## config.mk

```make
export PLATFORM = sky130hd
export DESIGN_NAME = exec_ctrl
export DESIGN_NICKNAME = d
export VERILOG_FILES = /design/src/rtl/exec_pkg.sv /design/src/rtl/exec_cond.sv /design/src/rtl/exec_ctrl.sv
export SDC_FILE = /design/constraint.sdc
export NUM_CORES = 1
export LEC_CHECK = 0
export ABC_CLOCK_PERIOD_IN_PS = 1900
export CORE_AREA = 2 2 212 214
export CTS_CLUSTER_SIZE = 40
export DETAILED_ROUTE_END_ITERATION = 10
export DIE_AREA = 0 0 214 216
export HOLD_SLACK_MARGIN = 0.08
export PLACE_DENSITY = 0.52
export SLEW_MARGIN = 20
export SYNTH_ARGS = -nofsm -noshare
export SYNTH_HDL_FRONTEND = slang
export SYNTH_SLANG_ARGS = --single-unit
```

## constraint.sdc

```tcl
create_clock -name clk -period 1.9 [get_ports clk]
set_input_delay 0.285 -clock clk [delete_from_list [all_inputs] [get_ports clk]]
set_output_delay 0.285 -clock clk [all_outputs]
set_load 0.02 [all_outputs]
```

## src/rtl/exec_pkg.sv

```systemverilog
// exec_pkg: shared encodings for the Y86 execute-stage controller.
package exec_pkg;
  localparam logic [3:0] IHALT   = 4'h0;
  localparam logic [3:0] INOP    = 4'h1;
  localparam logic [3:0] IRRMOVQ = 4'h2;
  localparam logic [3:0] IIRMOVQ = 4'h3;
  localparam logic [3:0] IRMMOVQ = 4'h4;
  localparam logic [3:0] IMRMOVQ = 4'h5;
  localparam logic [3:0] IOPQ    = 4'h6;
  localparam logic [3:0] IJXX    = 4'h7;
  localparam logic [3:0] ICALL   = 4'h8;
  localparam logic [3:0] IRET    = 4'h9;
  localparam logic [3:0] IPUSHQ  = 4'hA;
  localparam logic [3:0] IPOPQ   = 4'hB;
  localparam logic [3:0] ADDQ = 4'd0;
  localparam logic [3:0] SUBQ = 4'd1;
  localparam logic [3:0] ANDQ = 4'd2;
  localparam logic [3:0] XORQ = 4'd3;
  localparam logic [1:0] AOK = 2'd0;
  localparam logic [1:0] HLT = 2'd1;
  localparam logic [1:0] INS = 2'd2;
  localparam int ZF = 2;
  localparam int SF = 1;
  localparam int OF = 0;
  typedef enum logic {RUN, HALTED} state_t;
endpackage

```

## src/rtl/exec_cond.sv

```systemverilog
// exec_cond: jXX/cmovXX condition evaluation from the CC register.
module exec_cond
  import exec_pkg::*;
(
  input  logic [3:0] ifun_i,
  input  logic [2:0] cc_i,
  output logic       cnd_o,
  output logic       ok_o
);
  logic lt, zf;
  assign lt   = cc_i[SF] ^ cc_i[OF];
  assign zf   = cc_i[ZF];
  assign ok_o = ifun_i <= 4'd6;
  always_comb
    cnd_o = ifun_i == 4'd1 ? lt | zf :
            ifun_i == 4'd2 ? lt :
            ifun_i == 4'd3 ? zf :
            ifun_i == 4'd4 ? !zf :
            ifun_i == 4'd5 ? !lt :
            ifun_i == 4'd6 ? !lt & !zf : 1'b1;
endmodule

```

## src/rtl/exec_ctrl.sv

```systemverilog
// exec_ctrl: Y86 execute-stage controller; optional cc_hold port via EXEC_CC_HOLD_EN.
module exec_ctrl
  import exec_pkg::*;
#(
  parameter int W = 64
) (
  input  logic         clk,
  input  logic         rst,
  input  logic         in_valid,
  output logic         in_ready,
  input  logic [3:0]   in_icode,
  input  logic [3:0]   in_ifun,
  input  logic [W-1:0] in_vala,
  input  logic [W-1:0] in_valb,
  input  logic [W-1:0] in_valc,
  output logic [3:0]   alu_fn,
  output logic [W-1:0] alu_a,
  output logic [W-1:0] alu_b,
  input  logic [W-1:0] alu_y,
  input  logic [2:0]   alu_cc,
  output logic         out_valid,
  input  logic         out_ready,
  output logic [3:0]   out_icode,
  output logic [W-1:0] out_vale,
  output logic [W-1:0] out_vala,
  output logic         out_cnd,
  output logic [1:0]   out_stat,
`ifdef EXEC_CC_HOLD_EN
  input  logic         cc_hold,
`endif
  output logic [2:0]   cc_q
);
  localparam logic [W-1:0] POS8 = W'(8);
  localparam logic [W-1:0] NEG8 = ~W'(7);
  state_t state_q, state_d;
  logic out_valid_q, out_valid_d, out_cnd_q, out_cnd_d;
  logic [3:0] out_icode_q, out_icode_d;
  logic [W-1:0] out_vale_q, out_vale_d, out_vala_q, out_vala_d;
  logic [1:0] out_stat_q, out_stat_d;
  logic [2:0] cc_d;
  logic is_op, is_cj, cond_ok, cond_cnd, bad, zero_e, accept, hold, stop;
`ifdef EXEC_CC_HOLD_EN
  assign hold = cc_hold;
`else
  assign hold = 1'b0;
`endif
  exec_cond u_cond (
    .ifun_i(in_ifun),
    .cc_i  (cc_q),
    .cnd_o (cond_cnd),
    .ok_o  (cond_ok)
  );
  assign is_op  = in_icode == IOPQ;
  assign is_cj  = in_icode == IJXX || in_icode == IRRMOVQ;
  assign bad    = in_icode > IPOPQ ||
                  (is_op ? in_ifun > XORQ : is_cj ? !cond_ok : in_ifun != 4'd0);
  assign zero_e = bad || in_icode == IHALT || in_icode == INOP || in_icode == IJXX;
  assign accept = in_valid & in_ready;
  assign stop   = bad || in_icode == IHALT;
  assign alu_fn = is_op && !bad ? in_ifun : ADDQ;
  always_comb begin
    alu_a = '0;
    alu_b = '0;
    case (in_icode)
      IRRMOVQ:          alu_a = in_vala;
      IIRMOVQ:          alu_a = in_valc;
      IRMMOVQ, IMRMOVQ: begin alu_a = in_valc; alu_b = in_valb; end
      IOPQ:             begin alu_a = in_vala; alu_b = in_valb; end
      ICALL, IPUSHQ:    begin alu_a = NEG8;    alu_b = in_valb; end
      IRET, IPOPQ:      begin alu_a = POS8;    alu_b = in_valb; end
      default:          ;
    endcase
  end
  always_ff @(posedge clk)
    if (rst) state_q <= RUN;
    else     state_q <= state_d;
  always_comb
    state_d = state_q == RUN && accept && stop ? HALTED : state_q;
  always_comb
    in_ready = state_q == RUN && (!out_valid_q || out_ready);
  always_comb begin
    out_valid_d = accept ? 1'b1 : out_ready ? 1'b0 : out_valid_q;
    out_icode_d = accept ? in_icode : out_icode_q;
    out_vale_d  = accept ? (zero_e ? '0 : alu_y) : out_vale_q;
    out_vala_d  = accept ? in_vala : out_vala_q;
    out_cnd_d   = accept ? (is_cj ? cond_cnd : 1'b1) : out_cnd_q;
    out_stat_d  = accept ? (bad ? INS : in_icode == IHALT ? HLT : AOK) : out_stat_q;
    cc_d        = accept && is_op && !bad && !hold ? alu_cc : cc_q;
  end
  always_ff @(posedge clk)
    if (rst) begin
      out_valid_q <= 1'b0;
      out_icode_q <= INOP;
      out_vale_q  <= '0;
      out_vala_q  <= '0;
      out_cnd_q   <= 1'b0;
      out_stat_q  <= AOK;
      cc_q        <= 3'b100;
    end else begin
      out_valid_q <= out_valid_d;
      out_icode_q <= out_icode_d;
      out_vale_q  <= out_vale_d;
      out_vala_q  <= out_vala_d;
      out_cnd_q   <= out_cnd_d;
      out_stat_q  <= out_stat_d;
      cc_q        <= cc_d;
    end
  assign out_valid = out_valid_q;
  assign out_icode = out_icode_q;
  assign out_vale  = out_vale_q;
  assign out_vala  = out_vala_q;
  assign out_cnd   = out_cnd_q;
  assign out_stat  = out_stat_q;
endmodule

```

==> Word-level counts from Yosys, hierarchy flattened <==
Index checks and enable logic that the tools add are counted.
{ "word_totals": {"romBits": 0, "latchBits": 0, "ramBits": 0, "ff_bits": 140, "wordCells": 75, "n_memories": 0} }
{ "op_classes": {"shift": 0, "n_eq_ne": 17, "n_mul": 0, "addsub": 0, "n_mux": 17, "n_reduce_logical": 25, "bitwise": 5, "n_div": 0, "magnitude_cmp": 3} }
{ "ops": {"columns": ["operator", "count"], "rows": [
  ["case mux 64 bit (4 select lines)", 1],
  ["two-way mux 64 bit", 2],
  ["equality test 4 x 3 -> 1 bit, second input constant", 7],
  ["equality test 4 x 2 -> 1 bit, second input constant", 4],
  ["equality test 4 bit, second input constant", 4],
  ["two-way mux 1 bit", 12],
  ["equality test 4 x 1 -> 1 bit, second input constant", 2],
  ["OR reduction 7 bit", 1],
  ["logical AND 1 bit", 6],
  ["logical OR 1 bit", 6],
  ["OR reduction 2 bit", 3],
  ["logical NOT 1 bit", 5],
  ["greater-than comparator 4 x 2 -> 1 bit, second input constant", 1],
  ["greater-than comparator 4 bit, second input constant", 1],
  ["<= comparator 4 x 3 -> 1 bit, second input constant", 1],
  ["logical NOT 4 bit", 1],
  ["two-way mux 4 bit", 1],
  ["nonzero test 4 bit", 1],
  ["OR reduction 3 bit", 1],
  ["AND 1 bit", 2],
  ["two-way mux 2 bit", 1],
  ["nonzero test 2 bit", 1],
  ["NOT 1 bit", 1],
  ["bitwise OR 1 bit", 1],
  ["XOR 1 bit", 1]
]} }

==> Depth between registers and ports, before layout <==
Gate-level depths: netlist of the first run.
{ "depth": {"word_depth": 10, "ltp_mapped": 7} }

==> Cells and area by module <==
A second synthesis of the first run with hierarchy kept.
{ "unflattened": {"cells_unflattened": 832, "area_unflattened_um2": 7046.8} }
{ "modules_own_cells": {"columns": ["module", "area_each_um2", "instances", "cells_each", "seq_area_each_um2"], "rows": [
  ["exec_ctrl", 6972.9, 1, 821, 2802.7],
  ["exec_cond", 73.8, 1, 11, 0.0]
]} }

==> Worst setup path after synthesis of the first run <==
OpenSTA, ideal clock, no wires.
{ "synth_path": {"kind": "in2out", "start": "in in_icode[0]", "end": "out alu_a[17]", "stages": 6, "arrival_time_ns": 1.566, "path_slack_ns": 0.049, "cell_sequence": "buf_2 -> nand2_1 -> mux2_2 -> nor2_1 -> buf_2 -> a221o_1"} }
{ "synth_via": {"elab_chain_len": 3, "elab_cells_between_ends": 14, "classes_between": "9 x eq/ne; 1 x mux; 4 x reduce/logical"} }
{ "synth_rtl": {"columns": ["element", "line_no", "source"], "rows": [
  ["from (decl)", "exec_ctrl.sv:11", "input logic [3:0] in_icode,"],
  ["equality test 4 x 3 -> 1 bit (tied with other cells)", "exec_ctrl.sv:64", "case (in_icode)"],
  ["OR reduction 3 bit (no source line) (tied with other cells)", null, null],
  ["case mux 64 bit (4 select lines) (*)", "exec_ctrl.sv:64", null],
  ["to (decl)", "exec_ctrl.sv:17", "output logic [W-1:0] alu_a,"]
]} }
Every way passes the cells marked *; elsewhere a longest branch is shown, timed or not.

==> Final worst setup path of the first run <==
{ "layout_path": {"start": "in in_icode[0]", "end": "out alu_a[27]"} }
Same word-level chain as after synthesis.

==> results.rst, run 1 <==
.. list-table::
   :header-rows: 1

   * - Metric
     - Value
   * - Row count
     - 77
   * - Max Clock Freq
     - 532.1 MHz
   * - Insertion delay to the later sink of the worst-skew pair
     - 0.43 ns
   * - CTS tree
     - yes
   * - Area of the multi-input gates
     - 0.003757 mm2
   * - Total routing usage reported by global routing
     - 16.13%
   * - Final clock skew
     - 0.009064 ns
   * - Diodes inserted
     - 0
   * - H-tree lvl count
     - 4
   * - IO buf count
     - 540
   * - Final hold violation count
     - 0
   * - Worst R2R Setup Slack
     - 0.47 ns
   * - Leading cell types by total area after synthesis
     - sky130_fd_sc_hd__dfxtp_1 (41%), sky130_fd_sc_hd__nand2_1 (9.4%), sky130_fd_sc_hd__a221o_1 (8.9%)
   * - Effective utilization at floorplan
     - 15.69%
   * - Maximum fanout count along the critical path
     - 15
   * - Areal power density over the cells
     - 662.7 mW/mm2
   * - Via count of the first global-routing pass
     - 8635
   * - Violation count after the first detailed-route iteration
     - 498
   * - Overall overflow remaining after global route
     - 0
   * - Post-synthesis instance area
     - 0.006877 mm2
   * - Register Area
     - 0.002803 mm2
   * - Fraction of final layout cells sized beyond drive strength 1
     - 17.10%
   * - Post-synthesis cell type with the largest combined area
     - sky130_fd_sc_hd__dfxtp_1
   * - MaxCap Viol Count
     - 0
   * - YS warnings
     - 0
   * - Critical path capture point type
     - output pin
   * - Number of filler instances in the final layout
     - 4627
   * - Register bit total from synthesis
     - 140
   * - Height of the die
     - 216 um
   * - Share of Yosys cell area claimed by the top area cell type
     - 40.76%
   * - Total count of max-transition violations in the final report
     - 0
   * - Clock period minus worst slack
     - 1.879 ns
   * - Routed wire length
     - 39120 um
   * - Final total power
     - 0.009382 W
   * - Cts hold-fix bufs
     - 0
   * - Path class of the lowest-slack min-delay path
     - input pin to register
   * - Cts bufs inserted
     - 17
   * - # IOs
     - 543
   * - Iteration count of the initial detailed-routing pass
     - 5
   * - Result of the run
     - complete, no violations
   * - Clock input transition at the sequential cells of the worst setup and hold paths
     - 0.06 ns
   * - Routed len/inst
     - 19.55 um
   * - Initial antenna violation count
     - 2
   * - Average size of a mapped cell
     - 8.315 um2
   * - Leakage power
     - 5.553 nW
   * - Die Footprint
     - 0.04622 mm2
   * - DRC violation count after routing
     - 0
   * - Worst ir drop on vdd
     - 0.5930 mV
   * - Final RePlAce weighted congestion
     - 0.9419
   * - Master cell of the clock root buffer
     - sky130_fd_sc_hd__clkbuf_16
   * - Number of distinct standard cells referenced by the synthesized netlist
     - 43
   * - Final layout net count
     - 1668
   * - Final setup violation count
     - 0
   * - Largest net degree at the start of global routing
     - 64
   * - Startpoint of the worst setup timing path
     - in_icode[0]
   * - Worst r2r src
     - out_valid$_SDFFE_PP0P_
   * - Share of synthesized area occupied by flip-flops and latches
     - 40.76%
   * - Critical path launch point type
     - input pin
   * - Fin Setup TNS
     - 0 ns
   * - Worst Path Required
     - 1.62 ns
   * - Critical path class
     - input pin to output pin
   * - Placed wire-length estimate
     - 29120 um
   * - Die width
     - 214 um
   * - Share of the clock period used by the worst path after layout
     - 98.90%
   * - Layout overhead on the synthesized area
     - 105.9%
   * - Count of vias placed by the detailed router
     - 8692
   * - Post-synthesis cell count
     - 827
   * - Mean number of vias per cell
     - 4.344
   * - Critical Path AT
     - 1.59 ns
   * - Remaining number of nets flagged by the antenna check after routing
     - 0
   * - Buffer depth of the longest clock path
     - 2
   * - RSZ-0062 raised after global routing
     - yes
   * - Area of the core region
     - 0.04384 mm2
   * - Clock sink total
     - 140
   * - Global-route wire length before repair
     - 56880 um
   * - Capture point of the worst path
     - alu_a[27]
   * - End of the worst register-to-register path
     - out_vale[9]$_SDFFE_PP0P_
   * - Length in cells of the worst reg-to-reg path
     - 5
-- cells by family (layout without fill, tap and decap cells) --
| family | count (synthesis) | after routing | synth area share, % |
|---|---|---|---|
| and+or+nand+nor | 366 | 366 | 28.46 |
| AOI/OAI and AO/OA | 220 | 220 | 23.87 |
| DFF | 140 | 140 | 40.76 |
| buffers and inverters | 97 | 678 | 6.441 |
| other | 1 | 2 | 0.05453 |
| muxes | 1 | 1 | 0.1637 |
| xor gates and xnor gates | 2 | 2 | 0.2548 |
-- cell type report --
type,count,share of cell area [%]
Inverter,2,0.05303
Timing Repair Buffer,645,44.24
Tap cell,592,5.232
Clock inverter,10,0.8131
Multi-Input combinational cell,591,26.54
Sequential cell,140,19.80
Clock buffer,21,3.323
-- worst min-delay path by stage --
stage / from / end / cells past startpoint
floorplan: in_vala[0] / out_vala[0]$_SDFFE_PP0P_ / 2
global placement: out_vale[51]$_SDFFE_PP0P_ / out_vale[51]$_SDFFE_PP0P_ / 2
detailed placement: out_vale[51]$_SDFFE_PP0P_ / out_vale[51]$_SDFFE_PP0P_ / 2
CTS: in_icode[1] / out_icode[1]$_SDFFE_PP0P_ / 4
global route: in_icode[1] / out_icode[1]$_SDFFE_PP0P_ / 4
finish: in_icode[1] / out_icode[1]$_SDFFE_PP0P_ / 4
-- Yosys cell counts, drive strengths merged --
cell type / count
nor2: 9
o21ai: 37
a211oi: 1
nand3b: 3
and4: 1
a221o: 61
o32ai: 1
nand2: 173
nand4: 31
o22ai: 2
a21oi: 72
or4: 1
inv: 2
nor2b: 33
clkbuf: 62
conb: 1
o2bb2ai: 1
xnor2: 2
o21a: 1
a32o: 34
nor4: 1
o2111ai: 1
dfxtp: 140
nand2b: 3
nand3: 5
buf: 33
and2: 67
and3: 4
a22o: 3
mux2: 1
a311oi: 1
nor3: 2
a31oi: 2
a221oi: 3
and4b: 33
-- registers in the layout, indices dropped and copies added (netlist names) --
name and cells:
out_valid 1, cc_q 3, out_stat 2, out_icode 4, out_vala 64, state_q 1, out_vale 64, out_cnd 1
-- per-stage QoR --
| step | area, um2 | setup WS [ns] | cells | utilization (%) | hold WS (ns) |
|---|---|---|---|---|---|
| 3_3_place_gp | 13660 | -0.8003 | 1962 | 31.16 | 0.4341 |
| 6_report | 14160 | 0.02082 | 2001 | 32.29 | 0.2573 |
| 3_5_place_dp | 13660 | -0.7971 | 1962 | 31.16 | 0.4434 |
| 4_1_cts | 14220 | -0.001231 | 1997 | 32.44 | 0.2210 |
| 2_1_floorplan | 6880 | 0.04936 | 828 | - | 0.4210 |
| 5_1_grt | 14160 | -0.02657 | 2001 | 32.29 | 0.2517 |
-- cells in the final DEF (no fill, tap or decap), drive strengths merged, types with 2 or more instances in the layout --
cell type and instances:
a21oi 72, a221o 61, a221oi 3, a22o 3
a31oi 2, a32o 34, and2 67, and3 4
and4b 33, buf 160, bufinv 2, clkbuf 47
clkdlybuf4s15 14, clkdlybuf4s50 403, clkinv 4, clkinvlp 3
conb 2, dfxtp 140, dlygate4sd2 42, inv 3
nand2 173, nand2b 3, nand3 5, nand3b 3
nand4 31, nor2 9, nor2b 33, nor3 2
o21ai 37, o22ai 2, xnor2 2
-- layer usage --
metal	global-route usage (%)	share of wire, %	up-vias
met5	0	0.069	-
met4	5.478	2.5	4
met3	5.257	7.7	50
met2	26.03	46	402
met1	20.17	44	4089
li1	-	-	4147
-- power by group --
group	total (W)	internal, W	leakage [nW]	switching [W]
logic	0.00284	0.00143	4.13	0.00141
clock network	0.00341	0.00203	0.281	0.00138
registers	0.00313	0.00306	1.14	0.0000666
-- critical path, stage by stage --
cell and delay (ns):
sky130_fd_sc_hd__buf_4 0.12, sky130_fd_sc_hd__buf_4 0.19, sky130_fd_sc_hd__nor3_4 0.27, sky130_fd_sc_hd__buf_12 0.17, sky130_fd_sc_hd__buf_16 0.15, sky130_fd_sc_hd__a221o_1 0.22
sky130_fd_sc_hd__buf_4 0.18
-- what timing repair did --
| item | 4_1_cts | 5_1_grt |
|---|---|---|
| pin swaps | 3 | 2 |
| buffers inserted | 2 | 2 |
| gates resized for setup | 310 | 62 |
| gates cloned | 3 | 3 |
| endpoints found under the setup margin | 195 | 112 |
Note: power is estimated with default switching activity, not from simulation.
==> run 2, diff against run 1 <==
- PLACE_DENSITY: 0.52 -> 0.48
- SETUP_SLACK_MARGIN: unset -> 0.2
==> run 2 against run 1 <==
  * The run now ends with setup timing left
  * Sequential power about the same
  * Clock power grew 5%
  * Via count grew 3.6%
  * Combinational power is 22% higher
  * Critical endpoint is now alu_a[10]
  * Critical path depth grew 3
  * Total power is 8.3% higher
  * Worst hold slack better by 0.074 ns
  * Core utilization grew 4.6 points
  * Non-clock buffer count grew 62
==> results.rst, run 2 (synthesized netlist as in run 1, its figures left out) <==
.. list-table::
   :header-rows: 1

   * - Metric
     - Value
   * - Result of the run
     - finished with violations
   * - Violations in the final reports
     - setup timing
   * - Final total power
     - 0.01016 W
   * - Worst R2R Setup Slack
     - 0.49 ns
   * - Fraction of final layout cells sized beyond drive strength 1
     - 31.34%
   * - Max Clock Freq
     - 512.4 MHz
   * - Count of vias placed by the detailed router
     - 9007
   * - Mean number of vias per cell
     - 4.360
   * - # IOs
     - 543
   * - Commonest non-fill, non-tap cell in the layout
     - sky130_fd_sc_hd__clkdlybuf4s50_1
   * - Post-Route Hold Slack
     - 0.3313 ns
   * - Worst slew margin relative to its limit
     - 63.90%
   * - Utilization after layout
     - 36.86%
   * - Leading cell types in the layout, fill and taps excluded
     - sky130_fd_sc_hd__clkdlybuf4s50_1 (261), sky130_fd_sc_hd__nand2_1 (170), sky130_fd_sc_hd__buf_6 (158)
   * - Most congested layer reported by global routing
     - met2
   * - End of the worst register-to-register path
     - out_vale[22]$_SDFFE_PP0P_
   * - Maximum fanout count along the critical path
     - 7
   * - RSZ-0062 raised after global routing
     - yes
   * - Path class of the lowest-slack min-delay path
     - input pin to register
   * - Final hold violation count
     - 0
   * - Critical path capture point type
     - output pin
   * - Length in cells of the worst reg-to-reg path
     - 5
   * - Effective utilization at floorplan
     - 15.69%
   * - Final setup violation count
     - 34
   * - Met3 demand-to-capacity share in global routing
     - 5.102%
   * - Worst-case setup margin in the final layout
     - -0.05173 ns
   * - Sw Share
     - 29.70%
   * - Clock period minus worst slack
     - 1.952 ns
   * - Overall overflow remaining after global route
     - 0
   * - CTS tree
     - yes
   * - Worst r2r src
     - out_valid$_SDFFE_PP0P_
   * - IO buf count
     - 540
   * - Area of the core region
     - 0.04384 mm2
   * - Startpoint of the worst setup timing path
     - in_icode[1]
   * - MaxCap Viol Count
     - 0
   * - Critical Path AT
     - 1.67 ns
   * - H-tree lvl count
     - 4
   * - Share of power burned in registers
     - 30.7%
   * - Via count of the first global-routing pass
     - 8973
   * - Row count
     - 77
   * - Total routing usage reported by global routing
     - 17.20%
   * - Clock input transition at the sequential cells of the worst setup and hold paths
     - 0.06 ns
   * - Internal cell power
     - 0.007146 W
   * - Violation count after the first detailed-route iteration
     - 330
   * - Pin slew with the least headroom to its limit
     - 0.5414 ns
   * - Met2 routing resource usage after global routing
     - 30.04%
   * - Switching power
     - 0.003019 W
   * - Clock sink total
     - 140
   * - Routed len/inst
     - 20.17 um
   * - Worst ir drop on vdd
     - 0.5807 mV
   * - Cts bufs inserted
     - 17
   * - Remaining number of nets flagged by the antenna check after routing
     - 0
   * - Initial antenna violation count
     - 2
   * - Master cell of the clock root buffer
     - sky130_fd_sc_hd__clkbuf_16
   * - Leakage power
     - 7.217 nW
   * - Insertion delay to the later sink of the worst-skew pair
     - 0.44 ns
   * - Height of the die
     - 216 um
   * - Critical path class
     - input pin to output pin
   * - Worst Path Required
     - 1.62 ns
   * - Largest net degree at the start of global routing
     - 49
   * - Critical path launch point type
     - input pin
   * - Crit path top cell by count
     - sky130_fd_sc_hd__buf_12
   * - Buffer depth of the longest clock path
     - 2
   * - Share of the clock period used by the worst path after layout
     - 102.7%
   * - Iteration count of the initial detailed-routing pass
     - 4
   * - Die width
     - 214 um
   * - Area of the multi-input gates
     - 0.004141 mm2
   * - Areal power density over the cells
     - 629.1 mW/mm2
   * - Peak per-stage delay on the critical path
     - 0.35 ns
   * - Placement Cell Area
     - 0.01366 mm2
   * - Final layout net count
     - 1730
   * - Cts hold-fix bufs
     - 0
   * - Final RePlAce weighted congestion
     - 0.8612
   * - Standard cell with the maximum stage delay on the critical path
     - sky130_fd_sc_hd__a221o_1
   * - Ordered list of cells on the worst path
     - buf_8 -> buf_6 -> mux2_4 -> nor2_4 -> buf_12 -> buf_12 -> buf_12 -> buf_16 -> a221o_1 -> buf_6
   * - Total count of max-transition violations in the final report
     - 0
   * - DRC violation count after routing
     - 0
   * - Final clock skew
     - 0.006393 ns
   * - Register Area
     - 0.002803 mm2
   * - Placed wire-length estimate
     - 27560 um
   * - Summed area of non-filler cells in the final layout
     - 0.01616 mm2
   * - Global routing met1 resource utilization
     - 20.03%
   * - Routed wire length
     - 41670 um
   * - Capture point of the worst path
     - alu_a[10]
   * - Global-route wire length before repair
     - 60130 um
   * - Die Footprint
     - 0.04622 mm2
   * - Clk network pwr share
     - 35.1%
   * - Layout overhead on the synthesized area
     - 135.0%
   * - Part of the power in combinational logic
     - 34.1%
   * - Number of filler instances in the final layout
     - 4456
-- run 2: final cells by class --
| class | count | share of cell area [%] |
|---|---|---|
| Tap cell | 592 | 4.585 |
| Multi-Input combinational cell | 591 | 25.63 |
| Clock buffer | 21 | 2.974 |
| Timing Repair Buffer | 707 | 48.52 |
| Sequential cell | 140 | 17.35 |
| Inverter | 2 | 0.04646 |
| Clock inverter | 10 | 0.8519 |
| Antenna cell | 3 | 0.04646 |
-- run 2: stage by stage --
| stage | std cells | setup TNS (ns) | worst slack (ns) |
|---|---|---|---|
| CTS | 2047 | -1.518 | -0.05735 |
| global placement | 1961 | -137.56 | -0.8511 |
| detailed placement | 1961 | -137.01 | -0.8341 |
| floorplan | 828 | 0 | 0.1759 |
| finish | 2066 | -1.058 | -0.05173 |
| global route | 2063 | -2.671 | -0.1028 |
-- run 2: timing repair --
| item | in CTS | in global routing |
|---|---|---|
| endpoints found under the setup margin | 323 | 192 |
| pin swaps | 72 | 93 |
| cloned | 21 | 9 |
| buffers inserted | 34 | 7 |
| resized for setup | 1021 | 128 |
-- run 2: how the worst min path moves through the flow --
stage / startpoint / endpoint / depth (start not counted)
2_1_floorplan: in_vala[0] / out_vala[0]$_SDFFE_PP0P_ / 2
3_3_place_gp: out_vale[10]$_SDFFE_PP0P_ / out_vale[10]$_SDFFE_PP0P_ / 2
3_5_place_dp: out_vale[15]$_SDFFE_PP0P_ / out_vale[15]$_SDFFE_PP0P_ / 2
4_1_cts: in_icode[3] / out_icode[3]$_SDFFE_PP0P_ / 4
5_1_grt: in_icode[3] / out_icode[3]$_SDFFE_PP0P_ / 4
6_report: in_icode[3] / out_icode[3]$_SDFFE_PP0P_ / 4
-- run 2: critical path: cells and delay by family --
family | cells | cell delay [ns]
mux | 1 | 0.15
simple gates | 1 | 0.04
compound gates | 1 | 0.35
buf+inv | 7 | 0.83
-- run 2: power by group through the flow --
stage	logic (W)	registers, W	clock network, W
floorplan	0.00102	0.00334	0
global placement	0.00291	0.00319	0
detailed placement	0.00291	0.00319	0
CTS	0.00334	0.00312	0.00372
global route	0.00367	0.00314	0.00384
finish	0.00347	0.00312	0.00357
-- run 2: routing by layer --
metal / wire length [um] / vias to the layer above
met5: 0 / -
met4: 922 / 0
met3: 3022 / 51
met2: 21010 / 363
met1: 16720 / 4313
li1: - / 4280
